[src/rtl/round_robin_demux_if.sv]
// Bundles the TDM sample input and the de-interleaved frame output of round_robin_demux.
// din is a valid-only stream with no ready signal. A beat transfers on every rising
// edge where din_valid=1, and din_sof is meaningful only on such beats. The consumer
// takes dout as qualified by the one-cycle dout_valid strobe.
interface round_robin_demux_if #(
  parameter int DATA_WIDTH = 8,
  parameter int NUM_SLOTS  = 2
);
  logic [DATA_WIDTH-1:0] din;
  logic                  din_valid;
  logic                  din_sof;
  logic [DATA_WIDTH-1:0] dout [NUM_SLOTS];
  logic                  dout_valid;
  logic                  locked;
  logic                  align_err;
  logic [7:0]            err_count;

  modport master (
    output din, din_valid, din_sof,
    input  dout, dout_valid, locked, align_err, err_count
  );

  modport slave (
    input  din, din_valid, din_sof,
    output dout, dout_valid, locked, align_err, err_count
  );
endinterface

[src/rtl/round_robin_demux.sv]
// De-interleaves a TDM sample stream into NUM_SLOTS parallel lanes, tracking frame
// alignment from the slot-0 marker. A complete frame is presented with a one-cycle strobe.
module round_robin_demux #(
  parameter int DATA_WIDTH = 8,
  parameter int NUM_SLOTS  = 2
) (
  input  logic                clk,
  input  logic                rst,
  round_robin_demux_if.slave  bus
);
  localparam int CW = $clog2(NUM_SLOTS);
  localparam logic [CW-1:0] LAST_SLOT = CW'(NUM_SLOTS - 1);

  typedef enum logic {HUNT = 1'b0, LOCKED = 1'b1} state_t;

  state_t                state_q, state_d;
  logic [CW-1:0]         slot_cnt_q, slot_cnt_d;
  logic [DATA_WIDTH-1:0] shadow_q [NUM_SLOTS];
  logic [DATA_WIDTH-1:0] shadow_d [NUM_SLOTS];
  logic [DATA_WIDTH-1:0] dout_q   [NUM_SLOTS];
  logic [DATA_WIDTH-1:0] dout_d   [NUM_SLOTS];
  logic                  dout_valid_q, dout_valid_d;
  logic                  locked_q, locked_d;
  logic                  align_err_q, align_err_d;
  logic [7:0]            err_count_q, err_count_d;

  always_comb begin
    state_d      = state_q;
    slot_cnt_d   = slot_cnt_q;
    shadow_d     = shadow_q;
    dout_d       = dout_q;
    dout_valid_d = 1'b0;
    align_err_d  = 1'b0;
    err_count_d  = err_count_q;

    if (bus.din_valid) begin
      unique case (state_q)
        HUNT: begin
          // Non-marker beats are noise while hunting, not framing errors.
          if (bus.din_sof) begin
            shadow_d[0] = bus.din;
            slot_cnt_d  = CW'(1);
            state_d     = LOCKED;
          end
        end
        LOCKED: begin
          if (slot_cnt_q == '0) begin
            if (bus.din_sof) begin
              shadow_d[0] = bus.din;
              slot_cnt_d  = CW'(1);
            end else begin
              align_err_d = 1'b1;
              state_d     = HUNT;
            end
          end else if (bus.din_sof) begin
            // Early marker: abandon the partial frame and restart on this beat.
            align_err_d = 1'b1;
            shadow_d[0] = bus.din;
            slot_cnt_d  = CW'(1);
          end else begin
            shadow_d[slot_cnt_q] = bus.din;
            if (slot_cnt_q == LAST_SLOT) begin
              for (int k = 0; k < NUM_SLOTS - 1; k++) dout_d[k] = shadow_q[k];
              dout_d[NUM_SLOTS-1] = bus.din;
              dout_valid_d        = 1'b1;
              slot_cnt_d          = '0;
            end else begin
              slot_cnt_d = slot_cnt_q + CW'(1);
            end
          end
        end
        default: state_d = HUNT;
      endcase
    end

    if (align_err_d && (err_count_q != 8'hFF)) err_count_d = err_count_q + 8'd1;
    locked_d = (state_d == LOCKED);
  end

  always_ff @(posedge clk) begin
    if (rst) begin
      state_q      <= HUNT;
      slot_cnt_q   <= '0;
      dout_valid_q <= 1'b0;
      locked_q     <= 1'b0;
      align_err_q  <= 1'b0;
      err_count_q  <= '0;
      for (int k = 0; k < NUM_SLOTS; k++) begin
        shadow_q[k] <= '0;
        dout_q[k]   <= '0;
      end
    end else begin
      state_q      <= state_d;
      slot_cnt_q   <= slot_cnt_d;
      shadow_q     <= shadow_d;
      dout_q       <= dout_d;
      dout_valid_q <= dout_valid_d;
      locked_q     <= locked_d;
      align_err_q  <= align_err_d;
      err_count_q  <= err_count_d;
    end
  end

  assign bus.dout       = dout_q;
  assign bus.dout_valid = dout_valid_q;
  assign bus.locked     = locked_q;
  assign bus.align_err  = align_err_q;
  assign bus.err_count  = err_count_q;
endmodule

[src/flat_wrapper.sv]
// flat-port wrapper written by rule: the top's interface ports become plain ports
module round_robin_demux_flat 
#(
  parameter int DATA_WIDTH = 8,
  parameter int NUM_SLOTS  = 2
)
  (clk, rst, bus_din, bus_din_valid, bus_din_sof, bus_dout, bus_dout_valid, bus_locked, bus_align_err, bus_err_count);
  round_robin_demux_if #(.DATA_WIDTH(DATA_WIDTH), .NUM_SLOTS(NUM_SLOTS)) bus_i ();
  input  logic clk;
  input  logic rst;
  input wire logic [$bits(bus_i.din)-1:0] bus_din;
  input wire logic [$bits(bus_i.din_valid)-1:0] bus_din_valid;
  input wire logic [$bits(bus_i.din_sof)-1:0] bus_din_sof;
  output wire logic [$bits(bus_i.dout)-1:0] bus_dout;
  output wire logic [$bits(bus_i.dout_valid)-1:0] bus_dout_valid;
  output wire logic [$bits(bus_i.locked)-1:0] bus_locked;
  output wire logic [$bits(bus_i.align_err)-1:0] bus_align_err;
  output wire logic [$bits(bus_i.err_count)-1:0] bus_err_count;
  assign bus_i.din = bus_din;
  assign bus_i.din_valid = bus_din_valid;
  assign bus_i.din_sof = bus_din_sof;
  assign bus_dout = {>>{bus_i.dout}};
  assign bus_dout_valid = bus_i.dout_valid;
  assign bus_locked = bus_i.locked;
  assign bus_align_err = bus_i.align_err;
  assign bus_err_count = bus_i.err_count;
  round_robin_demux #(.DATA_WIDTH(DATA_WIDTH), .NUM_SLOTS(NUM_SLOTS)) u_core (.clk(clk), .rst(rst), .bus(bus_i));
endmodule
[config.mk]
export PLATFORM = sky130hd
export DESIGN_NAME = round_robin_demux_flat
export DESIGN_NICKNAME = d
export VERILOG_FILES = /design/src/rtl/round_robin_demux_if.sv /design/src/rtl/round_robin_demux.sv /design/src/flat_wrapper.sv
export SDC_FILE = /design/constraint.sdc
export NUM_CORES = 1
export LEC_CHECK = 0
export ABC_AREA = 1
export CAP_MARGIN = 20
export CORE_MARGIN = 8
export CORE_UTILIZATION = 43
export DETAILED_ROUTE_END_ITERATION = 6
export HOLD_SLACK_MARGIN = 0.08
export PLACE_DENSITY = 0.75
export SKIP_LAST_GASP = 1
export SLEW_MARGIN = 20
export SYNTH_ARGS = -nofsm -noshare
export SYNTH_HDL_FRONTEND = slang
export SYNTH_SLANG_ARGS = --single-unit
[constraint.sdc]
create_clock -name clk -period 1.4 [get_ports clk]
set_input_delay 0.42 -clock clk [delete_from_list [all_inputs] [get_ports clk]]
set_output_delay 0.42 -clock clk [all_outputs]
set_load 0.05 [all_outputs]
# [Word level (Yosys, flattened, before mapping)]
# Index checks and enable logic that the tools add are counted.
[word_totals] regBits=44 output_inout_bits=27
[classes] addsub=1 magnitude_cmp=2 eq_ne=2 n_mux=16 bitwise_logic=5 reduce_logical=5
[ops] operator="2-to-1 mux 8 bit" n=4
[ops] operator="bitwise mux 16 bit" n=1
[ops] operator="one-hot mux 8 bit (2 select lines)" n=1
[ops] operator="adder 8 x 1 -> 8 bit, second input constant" n=1
[ops] operator="demux 8 bit (select 1 bit)" n=1
[ops] operator="inequality test 8 bit, second input constant" n=1
[ops] operator="2-to-1 mux 1 bit" n=7
[ops] operator="NOT 1 bit" n=4
[ops] operator="one-hot mux 1 bit (2 select lines)" n=2
[ops] operator="AND reduction 4 bit" n=1
[ops] operator="OR reduction 4 bit" n=1
[ops] operator=">= comparator 2 bit, second input constant" n=1
[ops] operator="logical AND 1 bit" n=2
[ops] operator="< comparator 2 x 1 -> 1 bit, second input constant" n=1
[ops] operator="inequality test 2 bit, second input constant" n=1
[ops] operator="NOT 1 -> 2 bit" n=1
[ops] operator="AND reduction 2 bit" n=1

# [Longest topological paths before layout]
[logic_depth] word_depth=9 mapped_depth=8 ltp_nobuf=8

# [Worst setup path before layout]
# Ideal clock, no wire load.
[synth_path] path_kind="register to register" from="register u_core.err_count_q[1], in the netlist u_core.bus.err_count[1]" to="register u_core.err_count_q[1], in the netlist u_core.bus.err_count[1]" setup_ns=0.116 t_arrival_ns=1.601 required_ns=1.284 setup_slack_ns=-0.317 stages_incl_launch_ff=9 path_buffers=0 period_less_slack_ns=1.717 path_cell_list="dfxtp_1 ha_1 inv_1 nor2_1 nand2_1 nand2_1 inv_1 nor2_1 nor2_1"
[synth_between] elab_chain_len=2 word_cells_on_any_way=3 classes_between="1 x add/sub; 1 x eq/ne; 1 x reduce/logical"
[synth_lines] item="start, declared" line="round_robin_demux.sv:25" rtl="logic [7:0] err_count_q, err_count_d;"
[synth_lines] item="start signal, assigned" line="round_robin_demux.sv:100" rtl="err_count_q <= err_count_d;"
[synth_lines] item="branches (longest 2 deep; another with adder 8 x 1 -> 8 bit)"
# Parallel ways; which one is timed is not known.
# A chain may end at the register's enable or synchronous reset.

# [Worst setup path in the final report]
[layout_path] from="register u_core.err_count_q[0], in the netlist u_core.bus.err_count[0]" to="output port bus_err_count[0]"
[layout_rtl] item="end, declared" line="flat_wrapper.sv:18" rtl="output wire logic [$bits(bus_i.err_count)-1:0] bus_err_count;"
# No word-level cell between the ends.

==> reports/qor.txt <==
All-Layer GR Usage -> 14.4%
R2R cell count -> 8
Yosys reg bits -> 36
register area share after synthesis -> 48.5%
post-route ant nets -> 0
clock sink count -> 36
area of the core -> 3340 um^2
critical path endpoint -> bus_err_count[0]
pin count of the biggest net entering global routing -> 18
DIE AREA -> 5590 um^2
Clock Path Buffers -> 2
CP Launch Point -> u_core.bus.err_count[0]
layout filler cell count -> 234
die width -> 74.8 um
Top FF cell, synth -> dfxtp_1
EDFF count, synth -> 0
critical path data arrival time -> 0.96 ns
Max VDD drop -> 903 uV
Worst Tran Pin Value -> 0.230 ns
Max Clock Skew -> 0.0134 ns
final cycle utilization of the critical path -> 98.3%
pwr/cell area -> 831 nW/um^2
total power -> 2040 uW
CTS tree -> yes
r2r setup slk -> 0.04 ns
wire length of the first global-routing pass -> 6130 um
CP Class -> register to primary output
post-route setup slack -> 0.0243 ns
Port Buf Inserts -> 38
kind of end point of the critical path -> primary output
Rel. slew slack -> 84.5%
Syn Inst Count -> 193
Synth-to-Final Area Change -> 65.1%
Die Y -> 74.8 um
Std-Cell Rows -> 21
DR DRC count -> 0
nets -> 266
share of post-route cells with drive strength above 1 -> 33.3%
post-synthesis mux area share -> 0%
synth unique cells -> 23
Detailed Route WL -> 3860 um
Synth Area in Adders -> 2.53%
crit-path max FO -> 3
H-tree levels -> 2
YS warnings -> 0
unrepaired setup endpoints after global routing -> true
Simple-Gate Fraction of Synth Area -> 28.9%
CTS buffer count -> 5
highest clock rate -> 0.727 GHz
leakage power -> 0.00101 uW
# Max-Cap Violations -> 0
Setup Viol. Count Final -> 0
GRT Residual Overflow -> 0
XOR/XNOR Fraction of Synth Area -> 1.77%
via count -> 1450
Worst-Skew Late Latency -> 0.35 ns
vias in the first global route -> 1387
Synth Area in Compound Gates -> 12.6%
clk slew on worst S/H paths -> 0.11 ns
largest family of logic cells by synthesized area -> simple AND/OR/NAND/NOR gates
Syn Nets -> 208
drt first pass iters -> 4
I/O pin count -> 39
Avg Inst Size Synth -> 7.70 um^2
status -> finished, final reports clean
DP Worst Slack -> -0.608 ns
Final Hold Viols -> 0
mapped cell area -> 1490 um^2
Worst R2R Start -> u_core.bus.err_count[1]
Starting Density -> 44.5%
crit start category -> register
Root Driver -> clkbuf_4
type of the worst min-delay path -> input pin to register
DR iter-0 viols -> 94
antenna violations before repair -> 0
hpwl dp -> 2840 um
routed length per instance -> 13.0 um
Cell Count, Final, Fillers Out -> 298
GPL Wtd Cong -> 0.775
DP Cell Count -> 289
post-synthesis async set-or-reset flop share -> 0%
via/cell ratio -> 4.87
antenna fix cells -> 0
reg2reg end -> u_core.bus.err_count[7]
Pins Over Slew Limit -> 0
fin crit period -> 1.38 ns
Worst Path Required -> 0.98 ns
[cell usage in the layout (no fill, tap or decap), types with 2 or more instances in the layout]
| master | Yosys | routed |
|---|---|---|
| o21ai_1 | 8 | 8 |
| clkbuf_4 | 0 | 5 |
| dfxtp_2 | 0 | 6 |
| buf_12 | 0 | 28 |
| nor2_1 | 35 | 34 |
| o21ai_2 | 2 | 2 |
| dfxtp_1 | 36 | 27 |
| nand3_1 | 5 | 5 |
| inv_1 | 11 | 9 |
| a21oi_1 | 15 | 15 |
| buf_6 | 2 | 3 |
| nand2_4 | 1 | 2 |
| clkdlybuf4s50_1 | 0 | 9 |
| buf_4 | 0 | 14 |
| nor2_2 | 9 | 10 |
| dfxtp_4 | 0 | 3 |
| inv_2 | 0 | 2 |
| nor3_1 | 2 | 2 |
| o21ai_0 | 9 | 9 |
| nand2_1 | 43 | 42 |
[cell families (layout without fill, tap and decap cells)]
family,after synthesis,count (layout)
simple gates,98,98
flops,36,36
compound gates,35,35
buf+inv,18,77
fa+ha+maj,3,3
xor+xnor,3,3
[critical path: stages (launching register included)]
cell and delay, ns:
dfxtp_4 0.36, buf_6 0.12, buf_12 0.14
[Yosys cell counts, types with 2 or more instances]
cell type,count,area (um^2)
nand2_1,43,161
nand3_1,5,25.0
nor3_1,2,10.0
buf_6,2,22.5
inv_1,11,41.3
o21ai_2,2,17.5
dfxtp_1,36,721
o21ai_0,9,45.0
nor2_2,9,56.3
clkbuf_1,3,11.3
o21ai_1,8,40.0
ha_1,3,37.5
a21oi_1,15,75.1
nor2_1,35,131
xor2_1,2,17.5
[power by group]
part           total (uW)  internal, uW  switching (uW)
Combinational         240           118             121
Clock                 734           374             359
Sequential           1060          1040            21.3
Total                2040          1540             502
[state kept, by name (all words and copies together), names as in the netlist]
| signal | count |
|---|---|
| u_core.bus.dout | 16 |
| u_core.bus.err_count | 8 |
| u_core.slot_cnt_q | 1 |
| u_core.state_q | 1 |
| u_core.bus.align_err | 1 |
| u_core.shadow_q | 8 |
| u_core.bus.dout_valid | 1 |
[layout make-up]
cell class	instances	area, um^2	area share [%]
Clock inverter	2	35.0	1.43
Clock buffer	6	41.3	1.68
Timing Repair Buffer	56	811	33.1
Multi-Input combinational cell	139	712	29.0
Tap cell	46	57.6	2.35
Sequential cell	36	739	30.2
Timing Repair inverter	1	6.26	0.255
Inverter	12	50.0	2.04
[routing by layer]
| metal | vias up | wire [um] | global-route usage (%) | part of all wire, % |
|---|---|---|---|---|
| met5 | - | 0 | 0 | 0 |
| met4 | 0 | 138 | 9.35 | 3.6 |
| met3 | 12 | 330 | 6.13 | 8.5 |
| met2 | 42 | 1860 | 23.4 | 48 |
| met1 | 665 | 1530 | 14.9 | 40 |
| li1 | 731 | - | - | - |
[per-stage QoR]
stage	instance area, um^2	util [%]	setup TNS (ns)	hold slack [ns]
finish	2450	73.5	0	0.451
floorplan	1500	-	0	0.441
global placement	2310	69.2	-12.52	0.449
global route	2450	73.5	-0.103	0.439
CTS	2390	71.8	-0.0213	0.479
detailed placement	2310	69.2	-13.51	0.463
[worst min path at each step]
stage	startpoint	end	slack (ns)	cells after the start
floorplan	u_core.shadow_q[15]	u_core.shadow_q[15]	0.44	2
global placement	u_core.shadow_q[15]	u_core.shadow_q[15]	0.45	2
detailed placement	u_core.shadow_q[8]	u_core.shadow_q[8]	0.46	2
CTS	u_core.shadow_q[12]	u_core.shadow_q[12]	0.48	2
global route	bus_din_valid	u_core.bus.align_err	0.44	3
finish	bus_din_valid	u_core.bus.align_err	0.45	3
[timing repair]
action                                  CTS  global route
endpoints found under the setup margin   20            20
hold buffers                              0             0
resized for setup                         7             9
buffers inserted                          0             2
gates cloned                              0             1
pin swaps                                 2             1
Power figures use the tool's default switching activity.
